## src/rtl/isa_bus_pkg.sv

```systemverilog
// Shared types and constants for the ISA bus arbiter: cycle-sequencer states,
// DRQ line index map and the default strobe length.
package isa_bus_pkg;

  typedef enum logic [2:0] {
    IDLE    = 3'd0,
    SETUP   = 3'd1,
    CMD     = 3'd2,
    HOLD    = 3'd3,
    RECOVER = 3'd4
  } state_e;

  localparam int CH_DRQ1 = 0;
  localparam int CH_DRQ3 = 1;
  localparam int CH_DRQ5 = 2;
  localparam int CH_DRQ7 = 3;

  localparam int CMD_CYCLES_DEF = 3;

endpackage

```

## src/rtl/drq_sync.sv

```systemverilog
// Multi-stage synchroniser bringing the raw asynchronous DRQ lines into the
// system clock domain; synchronous active-high reset clears every stage.
module drq_sync #(
  parameter int WIDTH  = 4,
  parameter int STAGES = 2
) (
  input  logic             i_clk,
  input  logic             i_reset,
  input  logic [WIDTH-1:0] i_drq,
  output logic [WIDTH-1:0] o_drq_s
);

  logic [WIDTH-1:0] r_sync [STAGES];

  // shift chain: stage 0 samples the raw lines, the last stage feeds the arbiter
  always_ff @(posedge i_clk) begin
    if (i_reset) begin
      for (int i = 0; i < STAGES; i++) begin
        r_sync[i] <= {WIDTH{1'b0}};
      end
    end else begin
      r_sync[0] <= i_drq;
      for (int i = 1; i < STAGES; i++) begin
        r_sync[i] <= r_sync[i-1];
      end
    end
  end

  assign o_drq_s = r_sync[STAGES-1];

endmodule

```

## src/rtl/isa_bus_arbiter.sv

```systemverilog
// Arbitrates the ISA control strobes between port-scan I/O cycles and the DMA
// request lines, then sequences SETUP/CMD/HOLD/RECOVER in bus-clock steps.
module isa_bus_arbiter
  import isa_bus_pkg::*;
#(
  parameter int                 NUM_DRQ      = 4,
  parameter int                 CMD_CYCLES   = CMD_CYCLES_DEF,
  parameter int                 SYNC_STAGES  = 2,
  parameter logic [NUM_DRQ-1:0] DMA_IOR_MASK = 4'b1111
) (
  input  logic                       i_clk_50MHz,
  input  logic                       i_reset,
  input  logic                       i_bus_clk_en,
  input  logic [NUM_DRQ-1:0]         i_drq,
  input  logic                       i_io_req,
  input  logic                       i_io_write,
  output logic                       o_io_gnt,
  output logic                       o_io_ack,
  output logic [NUM_DRQ-1:0]         o_dack_n,
  output logic                       o_aen,
  output logic                       o_ior_n,
  output logic                       o_iow_n,
  output logic [$clog2(NUM_DRQ)-1:0] o_active_ch,
  output logic                       o_busy
);

  localparam int CH_W = $clog2(NUM_DRQ);

  logic [NUM_DRQ-1:0] w_drq_s;
  logic [CH_W-1:0]    w_win_ch;

  state_e          r_state, w_next_state;
  logic [3:0]      r_cnt, w_next_cnt;
  logic [CH_W-1:0] r_ch, w_next_ch;
  logic            r_is_io, w_next_is_io;
  logic            r_io_wr, w_next_io_wr;
  logic            r_last_dma, w_next_last_dma;
  logic            w_io_ack;

  logic [NUM_DRQ-1:0] r_dack_n, w_dack_n;
  logic               r_aen, w_aen;
  logic               r_io_gnt, w_io_gnt;
  logic               r_ior_n, w_ior_n;
  logic               r_iow_n, w_iow_n;
  logic               r_io_ack;
  logic               r_busy;

  drq_sync #(
    .WIDTH  (NUM_DRQ),
    .STAGES (SYNC_STAGES)
  ) u_drq_sync (
    .i_clk   (i_clk_50MHz),
    .i_reset (i_reset),
    .i_drq   (i_drq),
    .o_drq_s (w_drq_s)
  );

  // fixed-priority encoder: lowest set index wins
  always_comb begin
    w_win_ch = {CH_W{1'b0}};
    for (int i = NUM_DRQ - 1; i >= 0; i--) begin
      w_win_ch = w_drq_s[i] ? i[CH_W-1:0] : w_win_ch;
    end
  end

  // next-state, grant latching and fairness update; advances only on bus_clk_en
  always_comb begin
    w_next_state    = r_state;
    w_next_cnt      = r_cnt;
    w_next_ch       = r_ch;
    w_next_is_io    = r_is_io;
    w_next_io_wr    = r_io_wr;
    w_next_last_dma = r_last_dma;
    w_io_ack        = 1'b0;
    if (i_bus_clk_en) begin
      case (r_state)
        IDLE: begin
          // I/O is owed the bus after a DMA transfer, otherwise only when no DRQ is pending
          if (i_io_req && (r_last_dma || (w_drq_s == {NUM_DRQ{1'b0}}))) begin
            w_next_state    = SETUP;
            w_next_is_io    = 1'b1;
            w_next_io_wr    = i_io_write;
            w_next_last_dma = 1'b0;
          end else if (w_drq_s != {NUM_DRQ{1'b0}}) begin
            w_next_state    = SETUP;
            w_next_is_io    = 1'b0;
            w_next_ch       = w_win_ch;
            w_next_last_dma = 1'b1;
          end else begin
            w_next_state = IDLE;
          end
        end
        SETUP: begin
          w_next_state = CMD;
          w_next_cnt   = 4'd0;
        end
        CMD: begin
          if (r_cnt == 4'(CMD_CYCLES - 1)) begin
            w_next_state = HOLD;
          end else begin
            w_next_cnt = r_cnt + 4'd1;
          end
        end
        HOLD:    w_next_state = RECOVER;
        RECOVER: begin
          w_next_state = IDLE;
          w_io_ack     = r_is_io;
        end
        default: w_next_state = IDLE;
      endcase
    end else begin
      w_next_state = r_state;
    end
  end

  // output decode from the state being entered, so the pins register with it
  always_comb begin
    w_dack_n = {NUM_DRQ{1'b1}};
    w_aen    = 1'b0;
    w_io_gnt = 1'b0;
    w_ior_n  = 1'b1;
    w_iow_n  = 1'b1;
    case (w_next_state)
      SETUP, CMD, HOLD: begin
        if (w_next_is_io) begin
          w_io_gnt = 1'b1;
        end else begin
          w_dack_n[w_next_ch] = 1'b0;
          w_aen               = 1'b1;
        end
        if (w_next_state == CMD) begin
          if (w_next_is_io ? !w_next_io_wr : DMA_IOR_MASK[w_next_ch]) begin
            w_ior_n = 1'b0;
          end else begin
            w_iow_n = 1'b0;
          end
        end else begin
          w_ior_n = 1'b1;
        end
      end
      default: w_aen = 1'b0;
    endcase
  end

  // sequencer state and registered pins
  always_ff @(posedge i_clk_50MHz) begin
    if (i_reset) begin
      r_state    <= IDLE;
      r_cnt      <= 4'd0;
      r_ch       <= CH_DRQ1[CH_W-1:0];
      r_is_io    <= 1'b0;
      r_io_wr    <= 1'b0;
      r_last_dma <= 1'b0;
      r_dack_n   <= {NUM_DRQ{1'b1}};
      r_aen      <= 1'b0;
      r_io_gnt   <= 1'b0;
      r_ior_n    <= 1'b1;
      r_iow_n    <= 1'b1;
      r_io_ack   <= 1'b0;
      r_busy     <= 1'b0;
    end else begin
      r_state    <= w_next_state;
      r_cnt      <= w_next_cnt;
      r_ch       <= w_next_ch;
      r_is_io    <= w_next_is_io;
      r_io_wr    <= w_next_io_wr;
      r_last_dma <= w_next_last_dma;
      r_dack_n   <= w_dack_n;
      r_aen      <= w_aen;
      r_io_gnt   <= w_io_gnt;
      r_ior_n    <= w_ior_n;
      r_iow_n    <= w_iow_n;
      r_io_ack   <= w_io_ack;
      r_busy     <= (w_next_state != IDLE);
    end
  end

  assign o_dack_n    = r_dack_n;
  assign o_aen       = r_aen;
  assign o_io_gnt    = r_io_gnt;
  assign o_ior_n     = r_ior_n;
  assign o_iow_n     = r_iow_n;
  assign o_io_ack    = r_io_ack;
  assign o_busy      = r_busy;
  assign o_active_ch = r_ch;

endmodule

```

## config.mk

```make
export PLATFORM = sky130hd
export DESIGN_NAME = isa_bus_arbiter
export DESIGN_NICKNAME = d
export VERILOG_FILES = /design/src/rtl/isa_bus_pkg.sv /design/src/rtl/drq_sync.sv /design/src/rtl/isa_bus_arbiter.sv
export SDC_FILE = /design/constraint.sdc
export NUM_CORES = 1
export LEC_CHECK = 0
export ABC_CLOCK_PERIOD_IN_PS = 3900
export CAP_MARGIN = 5
export CORE_MARGIN = 8
export CORE_UTILIZATION = 55
export DETAILED_ROUTE_END_ITERATION = 6
export PLACE_DENSITY = 0.82
export SYNTH_ARGS = -nofsm -noshare
export SYNTH_HDL_FRONTEND = slang
export SYNTH_HIERARCHICAL = 1
export SYNTH_SLANG_ARGS = --single-unit
```

## constraint.sdc

```tcl
create_clock -name i_clk_50MHz -period 3.9 [get_ports i_clk_50MHz]
set_input_delay 0.78 -clock i_clk_50MHz [delete_from_list [all_inputs] [get_ports i_clk_50MHz]]
set_output_delay 0.78 -clock i_clk_50MHz [all_outputs]
set_load 0.01 [all_outputs]
```

==> results of run 1 <==
metrics by stage:
step                hold WS (ns)  cells
global route               0.467    173
floorplan                  0.414    126
finish                     0.444    173
global placement           0.420    165
CTS                        0.451    173
detailed placement         0.433    165
where the power goes:
group          internal (mW)  switching (mW)
combinational         0.0485          0.0472
clock                 0.0872          0.0994
sequential             0.322          0.0113
cell type report:
type | instances | area (sq um)
Fill cell | 187 | 701
Sequential cell | 30 | 601
Multi-Input combinational cell | 83 | 601
Timing Repair Buffer | 20 | 200
Clock buffer | 7 | 55.1
Tap cell | 28 | 35.0
Inverter | 4 | 15.0
Clock inverter | 1 | 5.00
metal layers:
layer | track usage (%) | wire length [um] | vias to the layer above
met5 | 0 | 0 | -
met4 | 6.54 | 22 | 0
met2 | 19.8 | 1200 | 34
met3 | 5.92 | 152 | 2
li1 | - | - | 488
met1 | 13.3 | 1060 | 460
sequential cells by signal, summed over array words and instances, names as in the netlist:
name and flops:
o_dack_n 4, o_aen 1, o_io_ack 1, r_state 3, r_cnt 4, r_last_dma 1
o_iow_n 1, o_io_gnt 1, o_busy 1, o_active_ch 2, u_drq_sync/r_sync 8, r_io_wr 1
o_ior_n 1, r_is_io 1
cell families (layout without fill, tap and decap cells):
group,count (synthesis),in the layout,share of synthesized area (%)
simple gates,49,49,24.5
mux,1,1,0.781
xor+xnor,2,2,1.37
buf+inv,13,32,6.34
flops,30,30,46.8
compound gates,29,29,18.2
fa+ha+maj,2,2,1.95
path summary, 6_finish.rpt:
check / end / slack [ns] / cells after the start
min reg2reg: u_drq_sync/r_sync[0][6]$_SDFF_PP0_ / 0.44 / 1
min: u_drq_sync/r_sync[0][6]$_SDFF_PP0_ / 0.44 / 1
max reg2reg: o_dack_n[2]$_SDFF_PP1_ / 1.94 / 4
max: o_iow_n$_SDFF_PP1_ / 1.41 / 5
worst reg2reg max path, delay by kind of cell, from the launching register on:
family	cells	cell delay, ns
AOI/OAI and AO/OA	3	0.83
DFF	1	0.55
and+or+nand+nor	1	0.45
cells in the final DEF (no fill, tap or decap), drive strengths merged, types with 2 or more instances in the layout:
master and count:
xor2 2, nor2 8, ha 2, clkbuf 7
nand2 5, o21a 2, dfxtp 30, or3 5
o221ai 2, nor2b 8, a31oi 2, and2 2
inv 4, nand3 3, or2 3, o2111ai 5
nor3 3, a21oi 8, clkdlybuf4s50 20, or3b 2
o21ai 3, or4b 2
==> flow_metrics.tcl, run 1 <==
set metrics [dict create \
    outcome "completed" \
    startpoint "i_bus_clk_en" \
    grt_max_degree 22 \
    die_area_sq_mm 0.00413 \
    ios 21 \
    drv_slew 0 \
    grt_usage_pct 12.4 \
    startpoint_type "input port" \
    max_stage_delay_ns 0.62 \
    skew_ns 0.00324 \
    netlist-cell-type-count 42 \
    path_max_fanout 9 \
    synth_warnings 6 \
    crit_family "simple AND/OR/NAND/NOR gates" \
    clock-sinks 30 \
    drt-pass1-iter-count 4 \
    netlist_top_cells_area "dfxtp_1 47%, nor2b_1 3.9%, o2111ai_1 3.4%, a21oi_1 3.1%, or3_1 2.4%" \
    antennaDiodeCount 0 \
    synthArstFlopShare_pct 0 \
    cts_resized 0 \
    rows 17 \
    yosysMostFrequentCell "dfxtp_1" \
    max_freq_mhz 402 \
    power_density_mw_per_mm2 407 \
    drt_wl_total_mm 2.44 \
    grt_pass1_wl_mm 4.03 \
    synth_area_leader_cell "dfxtp_1" \
    fin_crit_ns 2.49 \
    syn_to_final_growth_pct 17.9 \
    wl_per_cell_um 14.1 \
    worstSetupEndpointType "flip-flop" \
    die_w_um 64.3 \
    reg2reg_from "r_state[1]$_SDFF_PP0_" \
    hold_viol 0 \
    fin_tns_setup_ns 0 \
    syn_area_per_cell_sq_um 10.2 \
    drv_cap 0 \
    ys.flop_type "dfxtp_1" \
    synth_edf_count 0 \
    p_total_mw 0.616 \
    maxSlewHeadroom_pct 50.2 \
    place_area_sq_mm 0.00145 \
    h-tree-depth 2 \
    syn-instance-count 126 \
    setup_viol 0 \
    finalCritPeriodShare_pct 63.8 \
    synth_nets 137 \
    drt_iter0_markers 36 \
    ir_drop_mv 0.335 \
    clkLatencyLatePin_ns 0.32 \
    grt_pass1_vias 936 \
    layout.nets 155 \
    hold_start "u_drq_sync/r_sync[0][2]$_SDFF_PP0_" \
    core_sq_mm 0.00221 \
    yosysSeqAreaShare_pct 46.8 \
    hold_path.class "reg -> reg" \
    grt_overflow_total 0 \
    critPathSlowestCell "clkdlybuf4s50_1" \
    syn_area_sq_mm 0.00128 \
    ant_nets 0 \
    drive_gt1_share_pct 12.4 \
    worstMarginPinSlew_ns 0.744 \
    start_util_pct 58.0 \
    clockRootBuffer "clkbuf_4" \
    cp_num_buf_inv 1 \
    setup_ws_ns 1.41 \
    synthTopCellsByCount "30 x dfxtp_1, 8 x a21oi_1, 8 x nor2_1, 8 x nor2b_1" \
    gp_congestion 0.819 \
    die_y_um 64.3 \
    fin_util_pct 68.3 \
    cp.required_ns 4.10 \
    vias_per_cell 5.69 \
    crit_type "in -> reg" \
    rsz0062_at_grt "no" \
    drc 0 \
    final_area_sq_mm 0.00151 \
    cts_tree "built" \
    path_clk_slew_ns 0.09 \
    hpwl_mm 1.83 \
    cellLeakagePower_nw 0.574 \
    post_cts_buffers 0 \
    cts_made_buffers 5 \
    crit_path_cell_trace "clkdlybuf4s50_1 -> nor4b_4 -> o211ai_4 -> and3_4 -> or4b_1" \
    cts_buffer_depth 2 \
    antenna_found_initial 0 \
    cp.arrival_ns 2.69 \
    synth_seq_cells 30 \
    dr_total_vias 984 \
    port_buffers 20 \
    cts_hold_buf 0 \
    dp_worst_setup_slack_ns 1.09 \
    synth_top_cell_area_share_pct 46.8 \
]
Note: power is estimated with default switching activity, not from simulation.
==> inputs of run 2 (changes only) <==
- ABC_CLOCK_PERIOD_IN_PS: 3900 -> 2550
- CORE_UTILIZATION: 55 -> 51
- PLACE_DENSITY: 0.82 -> 0.77
- clock period: 3.9 -> 2.55 ns (I/O delays scaled with it)
==> flow_metrics.tcl, run 2 (same netlist as run 1, synthesis figures left out) <==
set metrics [dict create \
    p_total_mw 1.03 \
    drv_cap 0 \
    dr_total_vias 966 \
    power_switching_mw 0.252 \
    whs_endpoint "u_drq_sync/r_sync[0][5]$_SDFF_PP0_" \
    die_y_um 66.1 \
    cts_resized 0 \
    layout.nets 159 \
    power_density_mw_per_mm2 658 \
    post_cts_buffers 0 \
    setup_viol 0 \
    pwr-share-comb_pct 15.0 \
    critPathSlowestCell "dfxtp_1" \
    cellLeakagePower_nw 0.603 \
    hold_viol 0 \
    final_common_cell "dfxtp_1" \
    max_stage_delay_ns 0.55 \
    cp.arrival_ns 2.14 \
    ios 21 \
    drv_slew 0 \
    drt_iter0_markers 33 \
    skew_ns 0.0129 \
    p_clk_share_pct 35.4 \
    wl_per_cell_um 13.8 \
    cts_made_buffers 5 \
    place_area_sq_mm 0.00148 \
    path_clk_slew_ns 0.09 \
    h-tree-depth 2 \
    rows 18 \
    start_util_pct 52.7 \
    port_buffers 20 \
    antenna_found_initial 0 \
    clock-sinks 30 \
    reg2reg_from "r_state[1]$_SDFF_PP0_" \
    crit_path_cell_trace "or3b_1 -> o21a_1 -> a211oi_4 -> o2111ai_1" \
    grt_overflow_total 0 \
    worstSetupEndpointType "flip-flop" \
    vias_per_cell 5.40 \
    cts_tree "built" \
    largest_reg_flops 8 \
    hold_path.class "reg -> reg" \
    syn_to_final_growth_pct 21.8 \
    grt_usage_pct 11.9 \
    clkLatencyLatePin_ns 0.33 \
    grt_pass1_vias 907 \
    drt-pass1-iter-count 4 \
    worstMarginPinSlew_ns 0.658 \
    worstHoldPathCells 1 \
    regMostFlops "u_drq_sync/r_sync" \
    final_area_sq_mm 0.00156 \
    hpwl_mm 1.84 \
    die_area_sq_mm 0.00438 \
    drc 0 \
    crit_type "reg -> reg" \
    fin_tns_setup_ns 0 \
    cp.required_ns 2.75 \
    fin_util_pct 64.2 \
    die_w_um 66.1 \
    final_cell_mix "30 x dfxtp_1, 20 x clkdlybuf4s50_1, 8 x a21oi_1, 8 x nor2_1, 8 x nor2b_1" \
    antennaDiodeCount 0 \
    r2r_slack_ns 0.61 \
    core_sq_mm 0.00243 \
    power_frac_seq_pct 49.7 \
    ant_nets 0 \
    rsz0062_at_grt "no" \
    dp_worst_setup_slack_ns 0.277 \
    clockRootBuffer "clkbuf_4" \
    path_max_fanout 9 \
    grt_pass1_wl_mm 3.97 \
    switching_share_pct 24.5 \
    maxSlewHeadroom_pct 55.7 \
    finalCritPeriodShare_pct 76.2 \
    outcome "completed" \
    ff2ff_path_depth 4 \
    reg2reg_to "o_dack_n[1]$_SDFF_PP1_" \
    gp_congestion 0.833 \
    cts_buffer_depth 2 \
    cts_hold_buf 0 \
    ir_drop_mv 0.706 \
    internal_power_mw 0.776 \
    max_freq_mhz 515 \
    hold_start "u_drq_sync/r_sync[0][1]$_SDFF_PP0_" \
    startpoint_type "flip-flop" \
    setup_ws_ns 0.607 \
    drt_wl_total_mm 2.47 \
    drive_gt1_share_pct 15.4 \
    grt_max_degree 17 \
    fin_crit_ns 1.94 \
]
run 2: final cells by class:
class,instances,area [sq um]
timing repair buffer,24,230
clock inverter,3,40.0
fill,201,871
clock buffer,5,37.5
multi-input combinational,83,601
inverter,4,15.0
sequential,30,601
tap,30,37.5
run 2: per-stage QoR:
step           hold WS (ns)  cells
6_report              0.445    179
5_1_grt               0.455    179
4_1_cts               0.447    179
3_5_place_dp          0.427    171
3_3_place_gp          0.418    171
2_1_floorplan         0.414    126
run 2: critical path, delay by kind of cell (launching register included):
kind               cells  cell delay, ns
AOI/OAI and AO/OA      3            0.82
DFF                    1            0.55
and+or+nand+nor        1            0.45
run 2: layer usage:
metal  routed length [um]  GRT usage [%]  share of wire, %  up-vias
met5                    0              0                 0        -
met4                   65           6.40               2.6        0
met3                  146           6.44               5.9        8
met2                 1140           18.5                46       21
met1                 1110           12.7                45      442
li1                     -              -                 -      495
run 2: power by group through the flow:
| stage | Clock [mW] | Combinational (mW) | Sequential [mW] |
|---|---|---|---|
| after floorplan | 0 | 0.100 | 0.518 |
| after global placement | 0 | 0.151 | 0.520 |
| after detailed placement | 0 | 0.153 | 0.522 |
| after CTS | 0.377 | 0.155 | 0.511 |
| after global routing | 0.402 | 0.167 | 0.513 |
| final | 0.364 | 0.154 | 0.511 |
run 2: worst max-delay path by stage:
stage | from | endpoint | slack, ns | cells past startpoint
2_1_floorplan | i_bus_clk_en | o_iow_n$_SDFF_PP1_ | 0.61 | 5
3_3_place_gp | i_bus_clk_en | o_iow_n$_SDFF_PP1_ | 0.31 | 5
3_5_place_dp | i_bus_clk_en | o_iow_n$_SDFF_PP1_ | 0.28 | 5
4_1_cts | u_drq_sync/r_sync[0][5]$_SDFF_PP0_ | o_iow_n$_SDFF_PP1_ | 0.62 | 4
5_1_grt | u_drq_sync/r_sync[0][5]$_SDFF_PP0_ | o_iow_n$_SDFF_PP1_ | 0.52 | 4
6_report | r_state[1]$_SDFF_PP0_ | o_dack_n[1]$_SDFF_PP1_ | 0.61 | 4
==> inputs of run 3 (changes only) <==
- ABC_CLOCK_PERIOD_IN_PS: 2550 -> 1910
- clock period: 2.55 -> 1.91 ns (I/O delays scaled with it)
==> flow_metrics.tcl, run 3 (same netlist as run 1, synthesis figures left out) <==
set metrics [dict create \
    h-tree-depth 2 \
    antenna_found_initial 0 \
    cp.arrival_ns 2.03 \
    cts_made_buffers 5 \
    fin_util_pct 71.7 \
    final_cells 195 \
    hpwl_mm 2.14 \
    vias_per_cell 5.34 \
    drv_slew 0 \
    path_clk_slew_ns 0.10 \
    drive_gt1_share_pct 24.8 \
    p_total_mw 1.59 \
    cts_tree "built" \
    power_density_mw_per_mm2 913 \
    finalCritPeriodShare_pct 95.1 \
    hold_ws_ns 0.441 \
    grt_overflow_total 0 \
    drc 0 \
    startpoint_type "flip-flop" \
    rsz0062_at_grt "no" \
    place_area_sq_mm 0.00162 \
    crit_type "reg -> reg" \
    hold_path.class "reg -> reg" \
    clkLatencyLatePin_ns 0.34 \
    setup_ws_ns 0.0935 \
    dr_total_vias 1042 \
    maxSlewHeadroom_pct 65.9 \
    ir_drop_mv 0.811 \
    final_area_sq_mm 0.00174 \
    cts_hold_buf 0 \
    antennaDiodeCount 0 \
    cellLeakagePower_nw 0.704 \
    grt_pass1_vias 1047 \
    worstMarginPinSlew_ns 0.511 \
    port_buffers 20 \
    core_sq_mm 0.00243 \
    regMostFlops "u_drq_sync/r_sync" \
    max_freq_mhz 551 \
    drt-pass1-iter-count 4 \
    ios 21 \
    drt_wl_total_mm 2.78 \
    grt_pass1_wl_mm 4.74 \
    startpoint "r_state[1]$_SDFF_PP0_" \
    reg2reg_from "r_state[1]$_SDFF_PP0_" \
    dp.cells 187 \
    cp.required_ns 2.12 \
    post_cts_buffers 0 \
    ant_nets 0 \
    gp_congestion 0.812 \
    start_util_pct 52.7 \
    largest_reg_flops 8 \
    clock-sinks 30 \
    fin_tns_setup_ns 0 \
    fill_cells 175 \
    setup_viol 0 \
    drt_iter0_markers 39 \
    multi_input_area_sq_um 617 \
    dp_worst_setup_slack_ns -0.215 \
    grt_usage_pct 14.1 \
    final-seq-area_sq_um 601 \
    skew_ns 0.00737 \
    die_w_um 66.1 \
    wl_per_cell_um 14.3 \
    die_y_um 66.1 \
    hold_start "u_drq_sync/r_sync[0][2]$_SDFF_PP0_" \
    clockRootBuffer "clkbuf_4" \
    worstSetupEndpointType "flip-flop" \
    path_max_fanout 8 \
    die_area_sq_mm 0.00438 \
    outcome "completed" \
    fin_crit_ns 1.82 \
    drv_cap 0 \
    syn_to_final_growth_pct 36.0 \
    layout.nets 175 \
    hold_viol 0 \
    grt_max_degree 13 \
    final_cell_mix "30 x dfxtp_1, 20 x clkdlybuf4s50_1, 19 x buf_4" \
    rows 18 \
    final_common_cell "dfxtp_1" \
    cts_buffer_depth 2 \
]
-- run 3: cell types whose count changed in the layout (fill, tap and decap cells not counted), sizes merged --
cell,previous run,this run
buf,4,20
clkinv,2,0
clkbuf,5,6
bufinv,1,2
-- run 3: repair_timing --
| action | CTS | global route |
|---|---|---|
| endpoints found under the setup margin | 3 | 6 |
| pin swaps | 1 | 0 |
| hold endpoints to repair | 0 | 0 |
| gates resized for setup | 0 | 3 |
-- run 3: critical path, cell delays in order, from the launching register on --
cell and delay (ns):
dfxtp_1 0.33, buf_4 0.17, nor4b_4 0.36, o211ai_4 0.15, and3_4 0.20, or4b_1 0.49
-- run 3: cell type report --
cell class	instances	area share (%)
flip-flops and latches	30	34.4
clock inverters	2	3.44
repair buffers	40	20.8
well taps	30	2.15
clock buffers	6	2.94
multi-input cells	83	35.4
inverters	4	0.861
-- run 3: path summary, 6_finish.rpt --
path	to	slack [ns]	cells past startpoint
setup / recovery	o_iow_n$_SDFF_PP1_	0.09	5
hold / removal	u_drq_sync/r_sync[0][6]$_SDFF_PP0_	0.44	1
setup reg to reg	o_iow_n$_SDFF_PP1_	0.09	5
hold reg to reg	u_drq_sync/r_sync[0][6]$_SDFF_PP0_	0.44	1
-- run 3: routing by layer --
metal / track usage (%) / up-vias / routed length [um]
met3: 6.61 / 12 / 197
li1: - / 526 / -
met1: 15.3 / 468 / 1170
met5: 0 / - / 0
met2: 22.0 / 36 / 1330
met4: 8.00 / 0 / 86
-- run 3: where the power goes --
part,switching (mW),leakage [nW],internal [mW]
Combinational,0.116,0.400,0.139
Sequential,0.0180,0.246,0.658
Clock,0.218,0.0585,0.443
